File: src/rtl/verilab_gpio_in_conditioner.sv
// GPIO input conditioner. Each bit is synchronised, debounced and
// edge-detected on its own. Edges latch into sticky pending flags, and a
// registered, masked OR of those flags drives a single interrupt line.

package proj_param_pkg;
  localparam int PROJ_GPIO = 8;
endpackage

module verilab_gpio_in_conditioner #(
  parameter int GPIO     = proj_param_pkg::PROJ_GPIO,
  parameter int DEBOUNCE = 4,
  parameter int CNT_W    = $clog2(DEBOUNCE + 1)
) (
  input  logic            clk,
  input  logic            rst_n,
  input  logic [GPIO-1:0] gpio_in,
  input  logic [GPIO-1:0] rise_en,
  input  logic [GPIO-1:0] fall_en,
  input  logic [GPIO-1:0] pend_clr,
  input  logic [GPIO-1:0] irq_mask,
  output logic [GPIO-1:0] gpio_db,
  output logic [GPIO-1:0] pending,
  output logic            irq
);

  // Terminal count: once s2 has disagreed for this many cycles, the
  // next disagreeing edge commits the new level.
  localparam logic [CNT_W-1:0] CNT_MAX = CNT_W'(DEBOUNCE - 1);

  logic [GPIO-1:0]            s1;
  logic [GPIO-1:0]            s2;
  logic [GPIO-1:0]            db_q;
  logic [GPIO-1:0]            db_next;
  logic [GPIO-1:0][CNT_W-1:0] cnt;
  logic [GPIO-1:0][CNT_W-1:0] cnt_next;
  logic [GPIO-1:0]            rise;
  logic [GPIO-1:0]            fall;
  logic [GPIO-1:0]            pend_q;
  logic [GPIO-1:0]            pend_next;
  logic                       irq_q;

  // Two-flop synchroniser for the asynchronous pad inputs.
  always_ff @(posedge clk or negedge rst_n) begin
    if (!rst_n) begin
      s1 <= '0;
      s2 <= '0;
    end else begin
      s1 <= gpio_in;
      s2 <= s1;
    end
  end

  // Per-bit debounce. The counter runs while s2 disagrees with the
  // debounced level. Any agreement clears the counter, so a short glitch
  // never reaches the output. Reaching CNT_MAX commits the new level.
  always_comb begin
    db_next  = db_q;
    cnt_next = cnt;
    for (int i = 0; i < GPIO; i++) begin
      if (s2[i] != db_q[i]) begin
        if (cnt[i] == CNT_MAX) begin
          db_next[i]  = s2[i];
          cnt_next[i] = '0;
        end else begin
          cnt_next[i] = cnt[i] + CNT_W'(1);
        end
      end else begin
        cnt_next[i] = '0;
      end
    end
  end

  // Edge detect on the debounced level, then sticky capture. A new set
  // takes priority over a write-1-to-clear arriving on the same edge.
  always_comb begin
    rise      = db_next & ~db_q;
    fall      = ~db_next & db_q;
    pend_next = (pend_q & ~pend_clr) | (rise & rise_en) | (fall & fall_en);
  end

  // Debounce, pending, and interrupt state registers. irq is built from the
  // registered pending flags, so it trails pending by one cycle. It also
  // trails a change on irq_mask by one cycle.
  always_ff @(posedge clk or negedge rst_n) begin
    if (!rst_n) begin
      cnt    <= '0;
      db_q   <= '0;
      pend_q <= '0;
      irq_q  <= 1'b0;
    end else begin
      cnt    <= cnt_next;
      db_q   <= db_next;
      pend_q <= pend_next;
      irq_q  <= |(pend_q & irq_mask);
    end
  end

  assign gpio_db = db_q;
  assign pending = pend_q;
  assign irq     = irq_q;

endmodule
File: config.mk
export PLATFORM = sky130hd
export DESIGN_NAME = verilab_gpio_in_conditioner
export DESIGN_NICKNAME = d
export VERILOG_FILES = /design/src/rtl/verilab_gpio_in_conditioner.sv
export SDC_FILE = /design/constraint.sdc
export NUM_CORES = 1
export LEC_CHECK = 0
export BUFFER_PORTS_ARGS = -buffer_cell sky130_fd_sc_hd__buf_2
export CAP_MARGIN = 20
export CORE_MARGIN = 3
export CORE_UTILIZATION = 26
export DETAILED_ROUTE_END_ITERATION = 12
export PLACE_DENSITY = 0.56
export SLEW_MARGIN = 20
export SYNTH_ARGS = -nofsm -noshare
export SYNTH_HDL_FRONTEND = slang
export SYNTH_SLANG_ARGS = --single-unit
File: constraint.sdc
create_clock -name clk -period 1.6 [get_ports clk]
set_input_delay 0.16 -clock clk [delete_from_list [all_inputs] [get_ports clk]]
set_output_delay 0.16 -clock clk [all_outputs]
set_load 0.02 [all_outputs]
==> out/results.tsv <==
metric	value	unit
fin_util	0.357	
path_cells	ha_1 > nor2b_4 > mux2_2	
drive_above_1_share	0.368	
n_fill_cell	829	
p_sw	1320	µW
p_total	4430	µW
worstPathRequired	1.81	ns
r2r_start	cnt[15]	
drv_cap	0	
max-slew-margin-rel	0.761	
track_usage	0.0900	
path_class	flip-flop to flip-flop	
num_rows	33	
antenna_found_initial	0	
synth-xor-area-share	0.0315	
first_pass_iters	4	
period_share	0.727	
dieArea	9690	µm²
power.internal	3120	µW
slowest_delay	0.35	ns
yosysSeqAreaShare	0.642	
ff2ff_path_depth	3	
rsz0062_at_grt	false	
cp_max_fo	4	
dr_total_vias	1465	
routabilityCongestion	0.728	
avgViaCountPerCell	4.22	
worst_setup_path_end_kind	flip-flop	
tritoncts	done	
skew	0.00405	ns
cts_setup_buffers	0	
n_antenna_cell	0	
finalHoldViolCount	0	
power_leakage	0.00144	µW
netlist_area	2220	µm²
cp_slowest_cell	dfrtp_1	
placed_cells	323	
outcome	complete, no violations	
wl_per_cell	11.3	µm
ctsRootBufferMaster	clkbuf_8	
peakVddDrop	0.000708	V
worst_pin_slew	0.358	ns
r2r_end	gpio_db[5]	
dieWidth	98.4	µm
seqPwrFrac	0.450	
cts.clk_slew.worst_paths	0.06	ns
clock-sinks	57	
synth.distinct_cells	17	
hp-start	irq_mask[7]	
final_cell_count_no_fill	347	
grt.overflow.total	0	
ios	59	
netSwitchingFraction	0.297	
drc	0	
yosys.area_share.simple	0.162	
start_util	0.269	
fmax	860	MHz
htree_levels	3	
synth_top_family_by_area	simple AND/OR/NAND/NOR gates	
comb_power_share	0.253	
drtIter0Drc	11	
hpwlAfterDp	2860	µm
post-place-ws	0.438	ns
clock_power_share	0.297	
synthCells	159	
grt_pass1_vias	1480	
syn_to_final_growth	32.7	%
setup_ws	0.437	ns
wl	3930	µm
power_density	1500	nW/µm²
holdPathEnd	irq	
portBuffers	58	
syn_area_per_cell	14.0	µm²
seq_area	1430	µm²
ys_ff_latch	57	
fin_setup_tns	0	ns
yosysWarningCount	0	
whs_path_depth	3	
grt_pass1_wl	6690	µm
critical_path_arrival	1.38	ns
clockBufferDepth	2	
fin_nets	288	
antenna_left	0	
synth.area.mux_share	0.0406	
multi_input_area	761	µm²
start_kind	flip-flop	
mostFrequentLayoutCell	buf_2	
die_h	98.4	µm
post-route-min-period	1.16	ns
syn_nets	209	
synth_compound_area_frac	0.0631	
clock_latency	0.33	ns
cts_buffers	9	
grt_max_degree	58	
layout.cells.most_common_list	58 x buf_2, 57 x dfrtp_1, 12 x nor3b_1	
hp-class	input pin to flip-flop	
synthAdderAreaFrac	0.0451	
finalMaxSlewViolations	0	
setup_viol	0	
core	8260	µm²
rrSetupSlack	0.44	ns
[timing repair]
item | in CTS | in global routing
hold buffers | 9 | 0
hold endpoints to repair | 65 | 0
resized for setup | 0 | 0
[worst max-delay path: cells and delay by family, from the launching register on]
| family | cells | cell delay (ns) |
|---|---|---|
| fa+ha+maj | 1 | 0.17 |
| flops | 1 | 0.35 |
| mux | 1 | 0.34 |
| simple gates | 1 | 0.19 |
[per-layer routing]
layer / vias to the layer above / track usage / routed length [µm]
li1: 715 / - / -
met1: 697 / 0.107 / 1750
met2: 44 / 0.135 / 1830
met3: 9 / 0.0396 / 286
met4: 0 / 0.0536 / 53
met5: - / 0 / 0
[power by group through the flow]
stage               sequential (µW)  clock (µW)  combinational, µW
finish                         2000        1320               1120
global route                   2050        1430               1260
CTS                            2000        1390               1150
detailed placement             2030           0               1130
global placement               2020           0               1110
floorplan                      2160           0                622
[cells by family after synthesis]
family                   after synthesis
AO/OA/AOI/OAI                         20
XOR/XNOR                               8
adder cells (fa/ha/maj)                8
buffers and inverters                  9
flip-flops                            57
multiplexers                           8
AND/OR/NAND/NOR                       49
[area by class of cell]
| type | count | area share |
|---|---|---|
| sequential | 57 | 0.484 |
| clock buffer | 12 | 0.0526 |
| tap | 105 | 0.0446 |
| clock inverter | 3 | 0.0136 |
| timing repair buffer | 68 | 0.136 |
| inverter | 9 | 0.0115 |
| multi-input combinational | 93 | 0.258 |
[flip-flops by register name (all words and copies together) (netlist names)]
signal and flops:
cnt 24, gpio_db 8, pending 8, s1 8
s2 8, irq 1
[metrics by stage]
step           hold slack, ns  area, µm²
2_1_floorplan          -0.136       2220
3_3_place_gp            0.188       2660
3_5_place_dp            0.190       2660
4_1_cts                0.0528       2950
5_1_grt                0.0680       2950
6_report               0.0723       2950
[cells in the mapped netlist]
cell | n | share of area
nor3b_2 | 1 | 0.0056
a22oi_1 | 4 | 0.014
xnor2_1 | 8 | 0.032
nand3b_1 | 8 | 0.027
a22o_1 | 8 | 0.032
dfrtp_1 | 57 | 0.64
nor2b_1 | 3 | 0.0085
ha_1 | 8 | 0.045
nand4_1 | 1 | 0.0028
o21ai_0 | 8 | 0.018
nor3_1 | 8 | 0.018
nand2_1 | 8 | 0.014
nand2b_1 | 1 | 0.0028
nor2b_4 | 7 | 0.043
mux2_2 | 8 | 0.041
nor3b_1 | 12 | 0.041
inv_1 | 9 | 0.015
[how the worst max path moves through the flow]
| stage | from | cells past startpoint | end |
|---|---|---|---|
| floorplan | cnt[21] | 3 | gpio_db[7] |
| CTS | cnt[15] | 3 | gpio_db[5] |
| global placement | cnt[12] | 3 | gpio_db[4] |
| detailed placement | cnt[21] | 3 | gpio_db[7] |
| finish | cnt[15] | 3 | gpio_db[5] |
| global route | cnt[15] | 3 | gpio_db[5] |
(Power assumes the default switching activity.)
